==> config.mk <==
export PLATFORM = sky130hd
export DESIGN_NAME = clk_freq_guard
export DESIGN_NICKNAME = d
export VERILOG_FILES = /design/src/rtl/clk_freq_guard.sv
export SDC_FILE = /design/constraint.sdc
export NUM_CORES = 1
export LEC_CHECK = 0
export BUFFER_PORTS_ARGS = -buffer_cell sky130_fd_sc_hd__buf_2
export CAP_MARGIN = 20
export CORE_MARGIN = 2
export CORE_UTILIZATION = 25
export CTS_CLUSTER_DIAMETER = 120
export CTS_CLUSTER_SIZE = 25
export DETAILED_ROUTE_END_ITERATION = 7
export HOLD_SLACK_MARGIN = 0.1
export PLACE_DENSITY = 0.47
export SLEW_MARGIN = 20
export SYNTH_ARGS = -nofsm -noshare
export SYNTH_HDL_FRONTEND = slang
export SYNTH_SLANG_ARGS = --single-unit
==> constraint.sdc <==
create_clock -name clk -period 12.6 [get_ports clk]
set_input_delay 2.52 -clock clk [delete_from_list [all_inputs] [get_ports clk]]
set_output_delay 2.52 -clock clk [all_outputs]
set_load 0.03 [all_outputs]
==> src/rtl/clk_freq_guard.sv <==
// Clock-health monitor: per-round window check of frequency counts, debounced OK/FAULT per channel.
// Optional min/max tracking is built when CLK_FREQ_GUARD_MINMAX_EN is defined.
module clk_freq_guard #(
  parameter int NUM_CH        = 4,
  parameter int SAMPLE_PERIOD = 125000000,
  parameter int GOOD_COUNT    = 3,
  parameter int BAD_COUNT     = 2
) (
  input  logic                   clk,
  input  logic                   rst_n,
  input  logic                   enable,
  input  logic [NUM_CH-1:0][31:0] freq,
  input  logic [NUM_CH-1:0][31:0] expected,
  input  logic [31:0]            tol,
  input  logic                   clear_faults,
  output logic [NUM_CH-1:0]      ok,
  output logic                   all_ok,
  output logic [NUM_CH-1:0]      fault_sticky,
  output logic                   irq,
  output logic                   round_done,
  output logic [NUM_CH-1:0][31:0] freq_min,
  output logic [NUM_CH-1:0][31:0] freq_max
);

  localparam int TW   = $clog2(SAMPLE_PERIOD);
  localparam int IW   = (NUM_CH > 1) ? $clog2(NUM_CH) : 1;
  localparam int MAXC = (GOOD_COUNT > BAD_COUNT) ? GOOD_COUNT : BAD_COUNT;
  localparam int CW   = $clog2(MAXC + 1);
  localparam logic [TW-1:0] TICK_LAST = TW'(SAMPLE_PERIOD - 1);
  localparam logic [IW-1:0] LAST_CH   = IW'(NUM_CH - 1);
  localparam logic [CW-1:0] GOOD_TH   = CW'(GOOD_COUNT);
  localparam logic [CW-1:0] BAD_TH    = CW'(BAD_COUNT);

  // A round occupies NUM_CH+3 cycles after its tick, so a shorter period would overlap rounds.
  if (SAMPLE_PERIOD < NUM_CH + 3) begin : g_period_check
    $error("clk_freq_guard: SAMPLE_PERIOD must be at least NUM_CH+3");
  end
  if (NUM_CH < 1 || NUM_CH > 16) begin : g_numch_check
    $error("clk_freq_guard: NUM_CH must be in 1..16");
  end
  if (GOOD_COUNT < 1 || BAD_COUNT < 1) begin : g_count_check
    $error("clk_freq_guard: GOOD_COUNT and BAD_COUNT must be at least 1");
  end

  typedef enum logic [1:0] {RND_IDLE, RND_SNAP, RND_EVAL, RND_FIN} rnd_state_t;
  typedef enum logic [1:0] {CH_UNKNOWN, CH_OK, CH_FAULT} ch_state_t;

  logic [TW-1:0] tick_cnt;
  logic          tick;

  assign tick = enable && (tick_cnt == TICK_LAST);

  always_ff @(posedge clk or negedge rst_n) begin
    if (!rst_n)                tick_cnt <= '0;
    else if (!enable || tick)  tick_cnt <= '0;
    else                       tick_cnt <= tick_cnt + TW'(1);
  end

  rnd_state_t    rnd_state, rnd_next;
  logic [IW-1:0] ch_idx;
  logic          eval_en;

  assign eval_en = (rnd_state == RND_EVAL);

  always_comb begin
    rnd_next = rnd_state;
    case (rnd_state)
      RND_IDLE: if (tick) rnd_next = RND_SNAP;
      RND_SNAP: rnd_next = RND_EVAL;
      RND_EVAL: if (ch_idx == LAST_CH) rnd_next = RND_FIN;
      RND_FIN:  rnd_next = RND_IDLE;
      default:  rnd_next = RND_IDLE;
    endcase
  end

  always_ff @(posedge clk or negedge rst_n) begin
    if (!rst_n) begin
      rnd_state <= RND_IDLE;
      ch_idx    <= '0;
    end else begin
      rnd_state <= rnd_next;
      if (rnd_state == RND_SNAP) ch_idx <= '0;
      else if (eval_en)          ch_idx <= ch_idx + IW'(1);
    end
  end

  logic [NUM_CH-1:0][31:0] freq_s, exp_s;
  logic [31:0]             tol_s;

  always_ff @(posedge clk or negedge rst_n) begin
    if (!rst_n) begin
      freq_s <= '0;
      exp_s  <= '0;
      tol_s  <= '0;
    end else if (rnd_state == RND_SNAP) begin
      freq_s <= freq;
      exp_s  <= expected;
      tol_s  <= tol;
    end
  end

  // Shared comparator; the 33-bit difference keeps the full unsigned range without overflow.
  logic [31:0] cur_freq, cur_exp;
  logic [32:0] diff, abs_diff;
  logic        in_win;

  assign cur_freq = freq_s[ch_idx];
  assign cur_exp  = exp_s[ch_idx];
  assign diff     = {1'b0, cur_freq} - {1'b0, cur_exp};
  assign abs_diff = diff[32] ? (~diff + 33'd1) : diff;
  assign in_win   = (cur_freq != 32'd0) && (abs_diff <= {1'b0, tol_s});

  ch_state_t       ch_state [NUM_CH];
  logic [CW-1:0]   run_cnt  [NUM_CH];
  logic [NUM_CH-1:0] run_pol;
  ch_state_t       cur_state, ch_next;
  logic [CW-1:0]   run_inc, run_next;
  logic            entered;

  assign cur_state = ch_state[ch_idx];
  assign run_inc   = (run_pol[ch_idx] == in_win) ? run_cnt[ch_idx] + CW'(1) : CW'(1);

  // run_pol records the polarity of the current run, so a polarity change restarts it at 1.
  always_comb begin
    ch_next  = cur_state;
    run_next = run_inc;
    entered  = 1'b0;
    case (cur_state)
      CH_UNKNOWN: begin
        if (in_win && run_inc >= GOOD_TH) begin
          ch_next  = CH_OK;
          run_next = '0;
        end else if (!in_win && run_inc >= BAD_TH) begin
          ch_next  = CH_FAULT;
          run_next = '0;
          entered  = 1'b1;
        end
      end
      CH_OK: begin
        if (in_win) run_next = '0;
        else if (run_inc >= BAD_TH) begin
          ch_next  = CH_FAULT;
          run_next = '0;
          entered  = 1'b1;
        end
      end
      CH_FAULT: begin
        if (!in_win) run_next = '0;
        else if (run_inc >= GOOD_TH) begin
          ch_next  = CH_OK;
          run_next = '0;
        end
      end
      default: begin
        ch_next  = CH_UNKNOWN;
        run_next = '0;
      end
    endcase
  end

  always_ff @(posedge clk or negedge rst_n) begin
    if (!rst_n) begin
      for (int i = 0; i < NUM_CH; i++) begin
        ch_state[i] <= CH_UNKNOWN;
        run_cnt[i]  <= '0;
      end
      run_pol <= '0;
    end else if (eval_en) begin
      ch_state[ch_idx] <= ch_next;
      run_cnt[ch_idx]  <= run_next;
      run_pol[ch_idx]  <= in_win;
    end
  end

  always_comb begin
    for (int i = 0; i < NUM_CH; i++) ok[i] = (ch_state[i] == CH_OK);
  end

  logic [NUM_CH-1:0] set_vec;
  logic              round_fault;

  always_comb begin
    set_vec = '0;
    if (eval_en && entered) set_vec[ch_idx] = 1'b1;
  end

  // A fault entry in the same cycle as clear_faults must survive the clear.
  always_ff @(posedge clk or negedge rst_n) begin
    if (!rst_n) begin
      fault_sticky <= '0;
      round_fault  <= 1'b0;
      round_done   <= 1'b0;
      irq          <= 1'b0;
      all_ok       <= 1'b0;
    end else begin
      fault_sticky <= (clear_faults ? '0 : fault_sticky) | set_vec;
      if (rnd_state == RND_SNAP)   round_fault <= 1'b0;
      else if (eval_en && entered) round_fault <= 1'b1;
      round_done <= (rnd_state == RND_FIN);
      irq        <= (rnd_state == RND_FIN) && round_fault;
      all_ok     <= &ok;
    end
  end

`ifdef CLK_FREQ_GUARD_MINMAX_EN
  logic [NUM_CH-1:0][31:0] min_q, max_q;

  always_ff @(posedge clk or negedge rst_n) begin
    if (!rst_n) begin
      min_q <= '1;
      max_q <= '0;
    end else if (clear_faults) begin
      min_q <= '1;
      max_q <= '0;
    end else if (eval_en) begin
      if (cur_freq != 32'd0 && cur_freq < min_q[ch_idx]) min_q[ch_idx] <= cur_freq;
      if (cur_freq > max_q[ch_idx])                      max_q[ch_idx] <= cur_freq;
    end
  end

  assign freq_min = min_q;
  assign freq_max = max_q;
`else
  assign freq_min = '0;
  assign freq_max = '0;
`endif

endmodule

After elaboration in Yosys (flattened, before gate mapping)
Cells that the tools add are included.

storage, ports and cells
  bits in read-only memories = 0
  memories = 0
  output and inout port bits = 267
  register bits = 347
  latch bits = 0
  bits in writable memories = 0
  logic and storage cells = 123

operators by class
  multiply operators = 0
  shift-type cells = 0
  div/mod/pow operators = 0
  mux-type cells = 50
  reductions and logical operators = 18
  add/sub/neg operators = 5
  magnitude comparators = 7
  eq/ne operators = 14
  bitwise gates (word level) = 3

operator list
  cell                   count
  $bmux 32 s2            2
  $mux 32                2
  $mux 2                 22
  $add 33x1->33 const B  1
  $le 33x32->1           1
  $mux 33                1
  $not 33->33            1
  $sub 32x32->33         1
  $reduce_bool 32->1     1
  $add 27x1->27 const B  1
  $eq 27x27->1 const B   1
  $mux 27                1
  $bwmux 8               2
  $eq 2x1->1 const B     6
  $pmux 2 s3             2
  $bmux 2 s2             2
  $eq 2x2->1 const B     4
  $logic_and 1x1->1      8
  $mux 1                 8
  $mux 4                 2
  $pmux 2 s4             1
  $add 2x1->2 const B    2
  $bwmux 4               1
  $demux 2 s2            1
  other kinds (19)       23

Longest topological paths before layout
Gate-level depths: netlist of run 1.

  depth in word-level cells = 18
  gate-level depth with buffers = 32
  depth with buffers taken out = 28

Worst setup path before layout of run 1
OpenSTA, ideal clock, no wires.

  kind = reg2reg
  from = reg ch_idx[0]
  to = reg run_cnt[4] (netlist name)
  buffers on the path = 4
  path slack = 4527 ps
  data required time = 12501 ps
  library setup time = 99 ps
  stages on the path, launching flop included = 32
  clock period less this slack = 8073 ps
  arrival = 7973 ps
  cell sequence = dfrtp_1 > clkbuf_1 > clkbuf_1 > clkbuf_1 > buf_1 > mux4_2 > ha_1 > inv_1 > fa_1 > a211o_1 > a221o_2 > xnor2_1 > o21ai_0 > or4b_1 > or2_4 > nor3_4 > and3_4 > nand3_1 > o31ai_1 > xnor2_1 > ha_1 > a21o_1 > a21o_1 > a21oi_1 > nor2b_1 > o21ai_0 > o2111ai_1 > a21oi_1 > inv_1 > a31oi_4 > mux2_4 > a311oi_1

on the way
  word-level cells in the longest chain between the ends = 16
  elaborated cells between the ends (all ways) = 44
  those cells by class = add/sub (3); order compare (5); eq/ne (3); mux (24); bitwise (2); reduce/logical (7)

RTL lines
  what                             line      source
  from (decl)                      60        logic [IW-1:0] ch_idx;
  from (signal assigned)           83        else if (eval_en) ch_idx <= ch_idx + IW'(1);
  $bmux 32 s2 (on tied branches)   107, 108
  $mux 32 (on tied branches)       107, 108
  $sub 32x32->33                   109       assign diff = {1'b0, cur_freq} - {1'b0, cur_exp};
  $not 33->33                      110       assign abs_diff = diff[32] ? (~diff + 33'd1) : diff;
  $add 33x1->33                    110
  $mux 33                          110
  $le 33x32->1                     111       assign in_win = (cur_freq != 32'd0) && (abs_diff <= {1'b0, tol_s});
  $logic_and 1x1->1                111
  $eq 1x1->1                       121       assign run_inc = (run_pol[ch_idx] == in_win) ? run_cnt[ch_idx] + CW'(1) : CW'(1);
  $mux 2                           121
  $ge 2x2->1                       133, 141
  $logic_and 1x1->1                133       end else if (!in_win && run_inc >= BAD_TH) begin
  $mux 2                           133
  $mux 2                           130       if (in_win && run_inc >= GOOD_TH) begin
  $pmux 2 s3                       128       case (cur_state)
  $bwmux 8 *                       170       run_cnt[ch_idx] <= run_next;
  to (signal, indexed assignment)  170
  to (decl)                        114       logic [CW-1:0] run_cnt [NUM_CH];

Every way passes the cells marked *; elsewhere a longest branch is shown, timed or not. The select of a mux whose other input is x is not followed.
A chain may end at the register's enable or synchronous reset.

Worst setup path after layout of run 1
  from = reg ch_idx[1]
  to = reg run_cnt[2] (netlist name)

The elaborated chain is that of the path after synthesis.

==> flow_summary.json, run 1 <==
{
  "finalSetupViolCount": 0,
  "critPathRequiredTime_ns": 13.04,
  "hold_class": "reg -> reg",
  "post_cts_buffers": 0,
  "max_freq_ghz": 0.120,
  "grt_setup_unrepaired": "no",
  "rows": 105,
  "cts.path.max_buffers": 3,
  "synth_cell_type_count": 76,
  "syn-instance-count": 1803,
  "ys.flop_type": "dfrtp_1",
  "crit_path_end_kind": "flip-flop",
  "final_cell_mix": "dfrtp_1 (345), buf_2 (301), mux2_2 (274)",
  "wire_per_inst_um": 17.6,
  "clock_sinks": 347,
  "num-nets-final": 2422,
  "avgSynthCellArea_um2": 11.5,
  "crit_top_cell": "inv_1",
  "postLayoutCoreUtil": 0.279,
  "worst_slew_pin_slew_ns": 1.04,
  "ir_worst_vdd_mv": 0.0821,
  "synth_edf_count": 0,
  "critPathLaunchType": "flip-flop",
  "numCtsBuffers": 18,
  "cts-root-buf": "clkbuf_16",
  "grt-ovfl-total": 0,
  "status": "finished clean",
  "cts_tree": "yes",
  "drtIter0Drc": 593,
  "clock_latency_ns": 0.54,
  "slew_viol_final": 0,
  "ant_nets": 0,
  "start_util": 0.252,
  "cpPeakStageDelay_ns": 0.71,
  "syn_to_final_growth_pct": 10.9,
  "ys_warn_count": 0,
  "drc_errors": 0,
  "first_pass_iters": 4,
  "final_common_cell": "dfrtp_1",
  "pin_count": 559,
  "fin_skew_ns": 0.0181,
  "cp_max_fo": 54,
  "vias": 13700,
  "die_h_um": 291,
  "grt_max_degree": 83,
  "worstSetupPathType": "reg -> reg",
  "period_needed_ns": 8.33,
  "clk_pin_slew_ns": 0.10,
  "finalHoldViolations": 0,
  "ys_ff_latch": 347,
  "p_leak_nw": 11.5,
  "cap_violations": 0,
  "htreeDepth": 1,
  "reg2reg_slack_ns": 4.27,
  "die_w_um": 291,
  "grt_pass1_wl_mm": 84.8,
  "hpwl_mm": 43.4,
  "seq_area_frac_synth": 0.421,
  "drt_wl_total_mm": 55.2,
  "place.port_buffers": 302,
  "crit_arrival_ns": 8.77,
  "core_area_mm2": 0.0820,
  "gp_congestion": 0.815,
  "cts_resized": 0,
  "grtUsageTotal": 0.127,
  "synthArstFlopShare": 1.00,
  "setup_tns_ns": 0,
  "slowest_stage": "buf_4",
  "slew_headroom": 0.301,
  "postCtsHoldBufs": 0,
  "power.density_mw_per_mm2": 85.2,
  "viasPerCell": 4.38,
  "synth.cell_area_mm2": 0.0206,
  "layout-drive-gt1-share": 0.344,
  "die_area_mm2": 0.0849,
  "antenna_found_initial": 32,
  "fin_crit_sh": 0.661,
  "grt_pass1_vias": 14000
}
-- sequential cells by signal (all words and copies together) (netlist names) --
signal / flops
exp_s: 128
freq_s: 128
tol_s: 32
tick_cnt: 27
ch_state: 8
run_cnt: 8
fault_sticky: 4
run_pol: 4
ch_idx: 2
rnd_state: 2
all_ok: 1
irq: 1
round_done: 1
round_fault: 1
-- worst max-delay path: cells and delay by family (launching register included) --
family / cells / cell delay [ns]
simple gates: 6 / 1.29
xor+xnor: 2 / 0.48
compound gates: 12 / 3.13
mux: 2 / 0.84
flops: 1 / 0.64
fa+ha+maj: 3 / 0.85
buf+inv: 4 / 0.93
-- worst paths after layout --
path | from | endpoint | cells after the start
min in group asynchronous | rst_n | exp_s[106] | 1
max in group asynchronous | rst_n | exp_s[115] | 3
setup / recovery | ch_idx[1] | run_cnt[2] | 29
hold reg to reg | tick_cnt[0] | tick_cnt[0] | 1
hold / removal | tick_cnt[0] | tick_cnt[0] | 1
setup reg to reg | ch_idx[1] | run_cnt[2] | 29
-- logic make-up after synthesis --
logic type | Yosys count | synth area share
AOI/OAI and AO/OA | 228 | 0.0739
other | 1 | 0.000182
DFF | 347 | 0.421
buffers and inverters | 425 | 0.124
muxes | 349 | 0.228
adders and majority gates | 76 | 0.0464
and+or+nand+nor | 298 | 0.0732
xor gates and xnor gates | 79 | 0.0335
-- final cells by class --
cell class	count	area [um^2]
repair buffers	315	1640
well taps	1070	1340
flip-flops and latches	347	8690
inverters	86	323
multi-input cells	1286	10400
fillers	8564	59100
diodes	12	30.0
clock inverters	3	33.8
clock buffers	20	479
-- report_power, final --
group | internal, mW | leakage, nW | switching (mW)
Combinational | 0.0342 | 6.59 | 0.146
Clock | 0.279 | 0.251 | 0.379
Sequential | 1.11 | 4.68 | 0.000738
-- routing by layer --
layer,GRT usage,routed length [um]
met5,0,251
met1,0.168,24500
met2,0.212,26100
met4,0.0238,792
met3,0.0299,3510
-- synthesized netlist by cell type (all sizes together) (5+ instances only) --
master,n,area share
nand3b,6,0.0022
a31oi,13,0.0054
nor2,72,0.013
buf,272,0.096
mux2,275,0.15
o31ai,6,0.0022
and3,16,0.0051
o21ai,61,0.015
a21o,23,0.0084
clkbuf,67,0.012
mux4,69,0.075
xor2,33,0.014
inv,86,0.016
nor2b,10,0.0030
and4,8,0.0035
xnor2,46,0.020
o21a,9,0.0033
a21oi,59,0.014
dfrtp,347,0.42
nand2,82,0.015
ha,75,0.045
a311oi,5,0.0024
a211oi,7,0.0033
nand4,25,0.0076
mux2i,5,0.0024
nor4,14,0.0042
nor3,14,0.0039
o211ai,6,0.0022
nand3,31,0.0075
-- per-stage QoR --
step                area (um^2)  power (mW)  cells  setup slack [ns]  hold slack [ns]
finish                    22900        1.95   3139              4.27            0.493
detailed placement        22300        1.32   3103              4.15            0.480
floorplan                 21600        1.30   2058              4.53            0.455
CTS                       22800        1.99   3126              4.11            0.495
global route              22900        2.04   3134              3.67            0.528
global placement          22300        1.32   3103              4.19            0.473
No activity file was read; power rests on OpenSTA's default activity.
==> run 2: changes to the inputs <==
--- a/config.mk
+++ b/config.mk
@@ -5,6 +5,7 @@
 export SDC_FILE = /design/constraint.sdc
 export NUM_CORES = 1
 export LEC_CHECK = 0
+export ABC_AREA = 1
 export BUFFER_PORTS_ARGS = -buffer_cell sky130_fd_sc_hd__buf_2
 export CAP_MARGIN = 20
 export CORE_MARGIN = 2
@@ -13,7 +14,7 @@
 export CTS_CLUSTER_SIZE = 25
 export DETAILED_ROUTE_END_ITERATION = 7
 export HOLD_SLACK_MARGIN = 0.1
-export PLACE_DENSITY = 0.47
+export PLACE_DENSITY = 0.48
 export SLEW_MARGIN = 20
 export SYNTH_ARGS = -nofsm -noshare
 export SYNTH_HDL_FRONTEND = slang
==> constraint.sdc (replaced) <==
create_clock -name clk -period 7 [get_ports clk]
set_input_delay 1.4 -clock clk [delete_from_list [all_inputs] [get_ports clk]]
set_output_delay 1.4 -clock clk [all_outputs]
set_load 0.03 [all_outputs]
==> flow_summary.json, run 2 <==
{
  "final_cell_mix": "nand2_1 (1118), inv_1 (380), dfrtp_1 (345)",
  "hp-start": "tick_cnt[0]",
  "power.density_mw_per_mm2": 146,
  "synth_area_leaders": "dfrtp_1 (39%), nand2_1 (19%), buf_4 (8.7%)",
  "cts_tree": "yes",
  "wl_met3_mm": 2.17,
  "r2r_start": "ch_idx[1]",
  "numCtsBuffers": 18,
  "worst_slew_pin_slew_ns": 0.928,
  "vias": 18600,
  "finalPower_mw": 3.55,
  "setup_tns_ns": 0,
  "multi_input_area_mm2": 0.0105,
  "grt-ovfl-total": 0,
  "dp_cells": 4473,
  "ys_warn_count": 0,
  "drc_errors": 0,
  "place.port_buffers": 302,
  "layout-drive-gt1-share": 0.119,
  "fin_skew_ns": 0.0212,
  "fillerInstances": 9828,
  "grt_pass1_wl_mm": 104,
  "fin_crit_sh": 0.880,
  "p_leak_nw": 13.1,
  "slew_headroom": 0.381,
  "cts.path.max_buffers": 3,
  "ys_ff_latch": 347,
  "post_dp_cell_area_mm2": 0.0238,
  "drt_wl_total_mm": 68.7,
  "cp_max_fo": 29,
  "top_layer": "met5",
  "viasPerCell": 4.14,
  "worstSetupPathType": "reg -> reg",
  "period_needed_ns": 6.16,
  "rows": 108,
  "synth_cell_type_count": 47,
  "ant_nets": 0,
  "core_area_mm2": 0.0870,
  "syn_to_final_growth_pct": 10.6,
  "grt_setup_unrepaired": "no",
  "syn-instance-count": 3109,
  "slew_viol_final": 0,
  "slowest_stage": "dfrtp_4",
  "pin_count": 559,
  "die_area_mm2": 0.0904,
  "cts-root-buf": "clkbuf_16",
  "seq_area_frac_synth": 0.395,
  "num-nets-final": 3706,
  "wl_met1_mm": 31.4,
  "postCtsHoldBufs": 0,
  "finalSetupViolCount": 0,
  "die_h_um": 301,
  "final_common_cell": "nand2_1",
  "wire_per_inst_um": 15.3,
  "yosys.area.top_type": "dfrtp_1",
  "status": "finished clean",
  "max_freq_ghz": 0.162,
  "critPathRequiredTime_ns": 7.43,
  "avgSynthCellArea_um2": 7.07,
  "post_cts_buffers": 0,
  "clock_sinks": 347,
  "crit_arrival_ns": 6.59,
  "setup.worst_path.start": "ch_idx[1]",
  "final_cell_area_mm2": 0.0243,
  "cpPeakStageDelay_ns": 0.60,
  "diodes": 0,
  "ys_top_cells_by_count": "nand2_1 (1118), inv_1 (382), dfrtp_1 (347), buf_4 (256), o21ai_0 (255)",
  "regArea_mm2": 0.00869,
  "met2_length_mm": 33.9,
  "hpwl_mm": 53.5,
  "clock_latency_ns": 0.56,
  "clk_pin_slew_ns": 0.11,
  "cts_resized": 0,
  "synth_edf_count": 0,
  "first_pass_iters": 5,
  "ys.flop_type": "dfrtp_1",
  "synth_top_area_frac": 0.395,
  "grt_pass1_vias": 17600,
  "instances_no_fill": 4498,
  "crit_path_end_kind": "flip-flop",
  "gp_congestion": 0.884,
  "synth.cell_area_mm2": 0.0220,
  "ir_worst_vdd_mv": 0.119,
  "grtUsageTotal": 0.148,
  "synthArstFlopShare": 1.00,
  "die_w_um": 301,
  "largestRegisters": "exp_s: 128 flops, freq_s: 128 flops, tol_s: 32 flops",
  "crit_top_cell": "nand2_1",
  "hold_class": "reg -> reg",
  "synth.most_common_cell": "nand2_1",
  "postLayoutCoreUtil": 0.280,
  "drtIter0Drc": 1029,
  "grt_max_degree": 144,
  "antenna_found_initial": 4,
  "htreeDepth": 1,
  "cap_violations": 0,
  "start_util": 0.253,
  "critPathLaunchType": "flip-flop",
  "finalHoldViolations": 0
}
==> run 2: metrics by stage <==
stage	hold WS (ns)	setup WS, ns
6_report	0.458	0.843
5_1_grt	0.491	0.163
4_1_cts	0.468	0.794
3_5_place_dp	0.452	0.830
3_3_place_gp	0.445	0.911
2_1_floorplan	0.425	1.19
==> run 2: cell type report <==
| type | count | area share |
|---|---|---|
| clock buffers | 21 | 0.0199 |
| clock inverters | 4 | 0.00154 |
| inverters | 388 | 0.0601 |
| multi-input cells | 2259 | 0.430 |
| flip-flops and latches | 347 | 0.357 |
| well taps | 1155 | 0.0594 |
| repair buffers | 324 | 0.0714 |
==> run 2: path summary, 6_finish.rpt <==
kind	to	slack [ns]	cells past startpoint
worst max register to register	ch_state[3]	0.84	33
min in group asynchronous	freq_s[105]	0.78	1
worst min-delay path	tick_cnt[0]	0.46	1
max in group asynchronous	ch_idx[1]	4.89	2
worst max-delay path	ch_state[3]	0.84	33
worst min register to register	tick_cnt[0]	0.46	1
==> run 2: routing by layer <==
layer | vias to the layer above | track usage
li1 | 9590 | -
met1 | 8618 | 0.199
met2 | 358 | 0.257
met3 | 51 | 0.0131
met4 | 4 | 0.0308
met5 | - | 0
==> run 2: logic make-up after synthesis <==
| kind of cell | share of synthesized area |
|---|---|
| AND/OR/NAND/NOR | 0.270 |
| buffers and inverters | 0.173 |
| AO/OA/AOI/OAI | 0.105 |
| flip-flops | 0.395 |
| adder cells (fa/ha/maj) | 0.0436 |
| XOR/XNOR | 0.0134 |
| other | 0.000170 |
==> run 2: critical path: cells and delay by family, from the launching register on <==
kind | cells | cell delay, ns
AND/OR/NAND/NOR | 22 | 3.21
adder cells (fa/ha/maj) | 3 | 0.92
flip-flops | 1 | 0.60
AO/OA/AOI/OAI | 3 | 0.48
buffers and inverters | 5 | 0.82
==> run 2: report_power, final <==
group	switching (mW)	internal, mW	total (mW)
registers	0.000857	2.00	2.01
clock network	0.708	0.502	1.21
logic	0.269	0.0618	0.331
==> run 3: changes to the inputs <==
--- a/config.mk
+++ b/config.mk
@@ -8,14 +8,14 @@
 export ABC_AREA = 1
 export BUFFER_PORTS_ARGS = -buffer_cell sky130_fd_sc_hd__buf_2
 export CAP_MARGIN = 20
+export CORE_ASPECT_RATIO = 0.5
 export CORE_MARGIN = 2
 export CORE_UTILIZATION = 25
 export CTS_CLUSTER_DIAMETER = 120
 export CTS_CLUSTER_SIZE = 25
 export DETAILED_ROUTE_END_ITERATION = 7
 export HOLD_SLACK_MARGIN = 0.1
-export PLACE_DENSITY = 0.48
-export SLEW_MARGIN = 20
+export PLACE_DENSITY = 0.57
 export SYNTH_ARGS = -nofsm -noshare
 export SYNTH_HDL_FRONTEND = slang
 export SYNTH_SLANG_ARGS = --single-unit
==> flow_summary.json, run 3 (synthesized netlist as in run 2, its figures left out) <==
{
  "status": "finished clean",
  "wire_per_inst_um": 15.1,
  "crit_arrival_ns": 6.65,
  "layout-drive-gt1-share": 0.118,
  "worst_slew_pin_slew_ns": 0.998,
  "htreeDepth": 1,
  "met2_length_mm": 34.4,
  "final_cell_mix": "nand2_1 (1118), inv_1 (380), dfrtp_1 (345)",
  "critPathLaunchType": "flip-flop",
  "cts-root-buf": "clkbuf_16",
  "critPathRequiredTime_ns": 7.47,
  "place.port_buffers": 302,
  "gp_congestion": 0.932,
  "post_cts_buffers": 0,
  "first_pass_iters": 5,
  "clk_pin_slew_ns": 0.10,
  "finalPower_mw": 3.46,
  "syn_to_final_growth_pct": 10.2,
  "diodes": 0,
  "num-nets-final": 3703,
  "cts_resized": 0,
  "numCtsBuffers": 17,
  "worstSetupPathType": "reg -> reg",
  "cap_violations": 0,
  "top_layer": "met5",
  "die_w_um": 423,
  "finalHoldViolations": 0,
  "postLayoutCoreUtil": 0.280,
  "pin_count": 559,
  "grt_pass1_wl_mm": 103,
  "ir_worst_vdd_mv": 0.124,
  "wl_met1_mm": 29.6,
  "cts_tree": "yes",
  "drt_wl_total_mm": 68.2,
  "hpwl_mm": 53.7,
  "slew_viol_final": 0,
  "crit_path_end_kind": "flip-flop",
  "grt_max_degree": 115,
  "cp_max_fo": 41,
  "crit_top_cell": "nand2_1",
  "viasPerCell": 4.23,
  "fin_crit_sh": 0.883,
  "start_util": 0.254,
  "ant_nets": 0,
  "final_common_cell": "nand2_1",
  "die_h_um": 214,
  "grt-ovfl-total": 0,
  "drtIter0Drc": 1436,
  "clock_sinks": 347,
  "p_leak_nw": 13.1,
  "grt_pass1_vias": 18200,
  "drc_errors": 0,
  "finalSetupViolCount": 0,
  "setup_tns_ns": 0,
  "cpPeakStageDelay_ns": 0.74,
  "hold_class": "reg -> reg",
  "fin_skew_ns": 0.0269,
  "period_needed_ns": 6.18,
  "cts.path.max_buffers": 3,
  "antenna_found_initial": 3,
  "core_area_mm2": 0.0866,
  "clock_latency_ns": 0.56,
  "die_area_mm2": 0.0905,
  "grtUsageTotal": 0.144,
  "rows": 76,
  "postCtsHoldBufs": 0,
  "wl_met3_mm": 1.76,
  "slowest_stage": "dfrtp_2",
  "grt_setup_unrepaired": "no",
  "largestRegisters": "exp_s: 128 flops, freq_s: 128 flops, tol_s: 32 flops",
  "max_freq_ghz": 0.162,
  "power.density_mw_per_mm2": 143,
  "vias": 19000,
  "slew_headroom": 0.335
}
## run 3: where the power goes
| part | internal [mW] | leakage (nW) | switching (mW) | total (mW) |
|---|---|---|---|---|
| Sequential | 2.00 | 3.34 | 0.000836 | 2.01 |
| Clock | 0.446 | 0.219 | 0.678 | 1.12 |
| Combinational | 0.0608 | 9.53 | 0.273 | 0.334 |
| Total | 2.51 | 13.1 | 0.952 | 3.46 |
## run 3: path summary, 6_finish.rpt
| path | from | end | slack (ns) | cells past startpoint |
|---|---|---|---|---|
| max reg2reg | ch_idx[1] | run_cnt[6] | 0.82 | 35 |
| min | tick_cnt[0] | tick_cnt[0] | 0.46 | 1 |
| max | ch_idx[1] | run_cnt[6] | 0.82 | 35 |
| max in group asynchronous | rst_n | ch_idx[0] | 4.38 | 2 |
| min in group asynchronous | rst_n | freq_s[7] | 0.87 | 1 |
| min reg2reg | tick_cnt[0] | tick_cnt[0] | 0.46 | 1 |
## run 3: cell type report
class / instances / area (um^2)
fillers: 9604 / 62400
multi-input cells: 2259 / 10500
flip-flops and latches: 347 / 8690
repair buffers: 322 / 1720
well taps: 1170 / 1460
inverters: 388 / 1460
clock buffers: 18 / 429
clock inverters: 2 / 13.8
## run 3: metrics by stage
stage          area (um^2)  setup slack [ns]  hold WS (ns)  std cells
6_report             24200             0.816         0.456       4506
4_1_cts              24200             0.815         0.460       4506
2_1_floorplan        23000              1.19         0.425       3364
3_5_place_dp         23800             0.837         0.445       4486
3_3_place_gp         23800             0.858         0.440       4486
5_1_grt              24200             0.250         0.499       4506
## run 3: critical path, delay by kind of cell (launching register included)
kind / cells / cell delay [ns]
simple gates: 23 / 2.71
flops: 1 / 0.74
buf+inv: 4 / 0.68
fa+ha+maj: 2 / 0.74
compound gates: 5 / 0.97
xor+xnor: 1 / 0.16
## run 3: layer usage
metal,vias to the layer above,global-route usage
met5,-,0
met4,2,0.0487
met3,82,0.00745
met2,362,0.259
met1,9010,0.187
li1,9588,-
